==> src/rtl/mini16_arb_pkg.sv <==
// rtl/mini16_arb_pkg.sv - shared arbiter state encoding and index-width helper
package mini16_arb_pkg;

   typedef enum logic {
      ARB_IDLE  = 1'b0,
      ARB_GRANT = 1'b1
   } arb_state_e;

   // Width of an index into `reqs` entries; never narrower than one bit.
   function automatic int arb_idx_bits(input int reqs);
      return (reqs <= 1) ? 1 : $clog2(reqs);
   endfunction

endpackage

==> src/rtl/rr_priority_pick.sv <==
// rtl/rr_priority_pick.sv - round-robin pick: first set request at or after ptr, wrapping
module rr_priority_pick
   import mini16_arb_pkg::*;
#(
   parameter int REQS     = 8,
   parameter int IDX_BITS = arb_idx_bits(REQS)
) (
   input  logic [REQS-1:0]     req,
   input  logic [IDX_BITS-1:0] ptr,
   output logic                found,
   output logic [IDX_BITS-1:0] idx
);

   int pos;

   // Scan ptr, ptr+1, ... modulo REQS; the first set bit wins.
   always_comb begin
      found = 1'b0;
      idx   = '0;
      pos   = 0;
      for (int k = 0; k < REQS; k++) begin
         pos = int'(ptr) + k;
         if (pos >= REQS) begin
            pos = pos - REQS;
         end
         if (!found && req[pos]) begin
            found = 1'b1;
            idx   = IDX_BITS'(pos);
         end
      end
   end

endmodule

==> src/rtl/vram_write_arbiter.sv <==
// rtl/vram_write_arbiter.sv - round-robin burst arbiter for the single VRAM write port
module vram_write_arbiter
   import mini16_arb_pkg::*;
#(
   parameter int REQS      = 8,
   parameter int ADDR_BITS = 13,
   parameter int DATA_BITS = 8,
   parameter int MAX_BURST = 4,
   localparam int IDX_BITS = arb_idx_bits(REQS)
) (
   input  logic                      clk,
   input  logic                      reset,
   input  logic [REQS-1:0]           req,
   input  logic [REQS*ADDR_BITS-1:0] req_addr,
   input  logic [REQS*DATA_BITS-1:0] req_data,
   output logic [REQS-1:0]           ack,
   output logic                      vram_we,
   output logic [ADDR_BITS-1:0]      vram_addr,
   output logic [DATA_BITS-1:0]      vram_data,
   output logic                      grant_valid,
   output logic [IDX_BITS-1:0]       grant_id
);

   localparam int BEAT_BITS = arb_idx_bits(MAX_BURST);
   localparam logic [BEAT_BITS-1:0] LAST_BEAT = BEAT_BITS'(MAX_BURST - 1);

   arb_state_e           state_q, state_d;
   logic [IDX_BITS-1:0]  rr_ptr_q, rr_ptr_d;
   logic [IDX_BITS-1:0]  owner_q, owner_d;
   logic [BEAT_BITS-1:0] beat_q, beat_d;
   logic                 vram_we_q, vram_we_d;
   logic [ADDR_BITS-1:0] vram_addr_q, vram_addr_d;
   logic [DATA_BITS-1:0] vram_data_q, vram_data_d;

   logic                 pick_found;
   logic [IDX_BITS-1:0]  pick_idx;
   logic [IDX_BITS-1:0]  next_ptr;

   rr_priority_pick #(
      .REQS     (REQS),
      .IDX_BITS (IDX_BITS)
   ) u_pick (
      .req   (req),
      .ptr   (rr_ptr_q),
      .found (pick_found),
      .idx   (pick_idx)
   );

   assign next_ptr = (int'(owner_q) == REQS - 1) ? '0 : owner_q + 1'b1;

   // Arbitration FSM: pick in IDLE, ack/capture beats in GRANT, rotate on release.
   always_comb begin
      state_d     = state_q;
      rr_ptr_d    = rr_ptr_q;
      owner_d     = owner_q;
      beat_d      = beat_q;
      vram_we_d   = 1'b0;
      vram_addr_d = vram_addr_q;
      vram_data_d = vram_data_q;
      ack         = '0;
      case (state_q)
         ARB_IDLE: begin
            if (pick_found) begin
               owner_d = pick_idx;
               beat_d  = '0;
               state_d = ARB_GRANT;
            end
         end
         ARB_GRANT: begin
            if (req[owner_q]) begin
               ack[owner_q] = 1'b1;
               vram_we_d    = 1'b1;
               vram_addr_d  = req_addr[int'(owner_q)*ADDR_BITS +: ADDR_BITS];
               vram_data_d  = req_data[int'(owner_q)*DATA_BITS +: DATA_BITS];
               beat_d       = beat_q + 1'b1;
               if (beat_q == LAST_BEAT) begin
                  rr_ptr_d = next_ptr;
                  state_d  = ARB_IDLE;
               end
            end else begin
               // Owner withdrew: hand the port on without a write this cycle.
               rr_ptr_d = next_ptr;
               state_d  = ARB_IDLE;
            end
         end
         default: state_d = ARB_IDLE;
      endcase
   end

   // State and output registers; reset also drops a write captured in the reset cycle.
   always_ff @(posedge clk) begin
      if (reset) begin
         state_q     <= ARB_IDLE;
         rr_ptr_q    <= '0;
         owner_q     <= '0;
         beat_q      <= '0;
         vram_we_q   <= 1'b0;
         vram_addr_q <= '0;
         vram_data_q <= '0;
      end else begin
         state_q     <= state_d;
         rr_ptr_q    <= rr_ptr_d;
         owner_q     <= owner_d;
         beat_q      <= beat_d;
         vram_we_q   <= vram_we_d;
         vram_addr_q <= vram_addr_d;
         vram_data_q <= vram_data_d;
      end
   end

   assign vram_we     = vram_we_q;
   assign vram_addr   = vram_addr_q;
   assign vram_data   = vram_data_q;
   assign grant_valid = (state_q == ARB_GRANT);
   assign grant_id    = (state_q == ARB_GRANT) ? owner_q : '0;

endmodule
==> config.mk <==
export PLATFORM = sky130hd
export DESIGN_NAME = vram_write_arbiter
export DESIGN_NICKNAME = d
export VERILOG_FILES = /design/src/rtl/mini16_arb_pkg.sv /design/src/rtl/rr_priority_pick.sv /design/src/rtl/vram_write_arbiter.sv
export SDC_FILE = /design/constraint.sdc
export NUM_CORES = 1
export LEC_CHECK = 0
export CAP_MARGIN = 15
export CELL_PAD_IN_SITES_DETAIL_PLACEMENT = 0
export CELL_PAD_IN_SITES_GLOBAL_PLACEMENT = 1
export CORE_ASPECT_RATIO = 0.5
export CORE_MARGIN = 2
export CORE_UTILIZATION = 30
export DETAILED_ROUTE_END_ITERATION = 7
export PLACE_DENSITY_LB_ADDON = 0.1
export SLEW_MARGIN = 10
export SYNTH_ARGS = -nofsm -noshare
export SYNTH_HDL_FRONTEND = slang
export SYNTH_SLANG_ARGS = --single-unit
==> constraint.sdc <==
create_clock -name clk -period 5.5 [get_ports clk]
set_input_delay 1.1 -clock clk [delete_from_list [all_inputs] [get_ports clk]]
set_output_delay 1.1 -clock clk [all_outputs]
set_load 0.01 [all_outputs]
==> impl_metrics.py <==
metrics = {
    "worst_setup_path": {
        "worstSetupEndpointType": "output pin",
        "path_delay_family": "buffers and inverters",
        "r2r_start": "rr_ptr_q[1]",
        "crit_buf_inv": 2,
        "arrival_ns": 3.34,
        "slowest_delay_ns": 0.55,
        "path_cells": "clkdlybuf4s50_1 -> mux4_2 -> mux2_2 -> nand2_1 -> nor3_1 -> clkdlybuf4s50_1",
        "cp_slowest_cell": "clkdlybuf4s50_1",
        "critPathMostFrequentCell": "clkdlybuf4s50_1",
        "criticalPathCategory": "primary input to output pin",
        "critPathLaunchType": "primary input",
        "startpoint": "req[7]",
        "required_ns": 4.40,
        "critPathMaxFanout": 8,
    },
    "pwr": {
        "intPower_uw": 913,
        "switching_share_pct": 34.4,
        "pwr-share-seq_pct": 20.8,
        "leakage_uw": 0.00192,
        "vdd_ir_drop_max_mv": 0.122,
        "switchingPower_uw": 479,
        "power_density_mw_per_mm2": 240,
        "clkPwrFrac_pct": 20.3,
        "pwr-share-comb_pct": 58.8,
    },
    "grt": {
        "grt_pass1_wl_um": 18900,
        "antenna_found_initial": 0,
        "grt_overflow": 0,
        "grt_max_degree": 51,
        "grtUsageTotal_pct": 19.3,
        "grt_pass1_vias": 3613,
    },
    "final_layout": {
        "n_antenna_cell": 0,
        "mostFrequentLayoutCells": "clkdlybuf4s50_1, mux4_2, nor2_1",
        "regArea_sq_um": 627,
        "fillers": 1019,
        "mostFrequentLayoutCell": "clkdlybuf4s50_1",
        "fin_nets": 687,
        "fin_util_pct": 52.3,
        "syn_to_final_growth_pct": 68.9,
        "multi_input_area_sq_mm": 0.00263,
        "drive_above_1_share_pct": 18.0,
        "stdcell_count": 650,
    },
    "run": {
        "cap_violations": 0,
    },
    "min_path": {
        "hp-start": "beat_q[0]",
        "worstHoldPathType": "flip-flop to flip-flop",
    },
    "timing": {
        "max_clock_freq_ghz": 0.225,
        "min_period_ns": 4.44,
        "fin_crit_sh_pct": 80.7,
        "worst_slack_ns": 1.06,
        "fin_setup_tns_ns": 0,
        "clock_skew_ns": 0.00371,
        "setup_viol": 0,
        "hold_ws_ns": 0.482,
        "rsz0062_at_grt": "no",
        "tightestPinTransition_ns": 0.904,
        "final-hold-violation-count": 0,
        "finalMaxSlewViolations": 0,
        "max-slew-margin-rel_pct": 39.6,
    },
    "drt": {
        "wirelength_um": 11800,
        "viasPerCell": 5.23,
        "dr.pass1.iters": 5,
        "drc": 0,
        "wire_per_inst_um": 18.1,
        "num_vias": 3397,
        "ant_nets": 0,
        "drtIter0Drc": 162,
    },
    "yosys": {
        "avgSynthCellArea_sq_um": 11.1,
        "synth-edff-count": 0,
        "seq_area_frac_synth_pct": 18.1,
        "syn-cell-area_sq_mm": 0.00343,
        "ys_ff_latch": 31,
        "syn-num-nets": 492,
        "synth_cell_types": 49,
        "syn_inst": 309,
        "ys.flop_type": "dfxtp_1",
        "synth_async_sr_flop_share_pct": 0,
        "yosysWarnings": 0,
    },
    "placed_design": {
        "dp_cells": 642,
        "gp_congestion": 0.857,
        "hpwl_um": 9530,
        "dpl_worst_slack_ns": 1.10,
        "io_buffers": 211,
    },
    "floorplan": {
        "die_area_sq_mm": 0.0124,
        "io_pins": 212,
        "initial_core_util_pct": 30.9,
        "rows": 27,
        "core_sq_mm": 0.0111,
        "die_x_um": 155,
        "die_y_um": 79.6,
    },
    "cts": {
        "htree_levels": 2,
        "post_cts_buffers": 0,
        "cts.clk_slew.worst_paths_ns": 0.05,
        "insertion_delay_ns": 0.27,
        "cts_tree": "yes",
        "cts_resized": 0,
        "numCtsBuffers": 5,
        "cts-root-buf": "clkbuf_16",
        "cts_hold_buf": 0,
        "cts_num_sinks": 31,
        "clk_path_buf_depth": 2,
    },
    "status": {
        "outcome": "finished, final reports clean",
    },
}
[path summary, 6_finish.rpt]
path | to | slack [ns] | depth (start not counted)
worst max-delay path | ack[2] | 1.06 | 6
worst min-delay path | beat_q[0] | 0.48 | 2
worst max register to register | owner_q[0] | 2.45 | 9
worst min register to register | beat_q[0] | 0.48 | 2
[cell families after synthesis]
kind of cell,share of synthesized area (%)
buffers and inverters,5.18
adders and majority gates,1.82
and+or+nand+nor,12.2
DFF,18.1
muxes,49.9
xor gates and xnor gates,1.20
AOI/OAI and AO/OA,11.7
[tightest hold or removal path, stage by stage (launching register included)]
cell	delay, ns
dfxtp_1	0.32
nand3_1	0.07
a21oi_1	0.05
[metrics by stage]
stage	instance area, sq um	power, uW
after floorplan	3430	827
after global placement	5640	1120
after detailed placement	5640	1120
after CTS	5790	1420
after global routing	5790	1490
final	5790	1390
[power by group through the flow]
stage,clock network [uW],logic [uW],registers (uW)
after floorplan,0,525,302
after global placement,0,831,292
after detailed placement,0,831,293
after CTS,292,834,290
after global routing,303,897,295
final,283,819,290
[flip-flops by register name, summed over array words and instances (netlist names)]
signal,flops
beat_q,2
grant_valid,1
owner_q,3
rr_ptr_q,3
vram_addr,13
vram_data,8
vram_we,1
[Yosys cell counts (4+ instances only)]
| cell | n | area [sq um] |
|---|---|---|
| nand3_1 | 4 | 20.0 |
| nor3_1 | 6 | 30.0 |
| a211oi_1 | 21 | 158 |
| buf_1 | 5 | 18.8 |
| dfxtp_1 | 31 | 621 |
| nand2_1 | 13 | 48.8 |
| ha_1 | 5 | 62.6 |
| o21ai_0 | 5 | 25.0 |
| mux4_2 | 56 | 1260 |
| a21oi_1 | 12 | 60.1 |
| nand2b_1 | 5 | 31.3 |
| mux2i_1 | 29 | 290 |
| nor2_1 | 37 | 139 |
| clkbuf_1 | 14 | 52.6 |
| buf_2 | 7 | 35.0 |
| inv_1 | 8 | 30.0 |
[area by class of cell]
class | instances | share of cell area (%)
Timing Repair Buffer | 218 | 37.4
Multi-Input combinational cell | 240 | 45.5
Clock buffer | 8 | 2.70
Sequential cell | 31 | 10.8
Tap cell | 145 | 3.13
Inverter | 8 | 0.518
[layer usage]
layer  share of wire [%]  global-route usage (%)
met5                   0                       0
met4                0.92                    3.94
met3                 5.6                    4.45
met2                  50                    33.6
met1                  44                    24.7
Note: power is estimated with default switching activity, not from simulation.
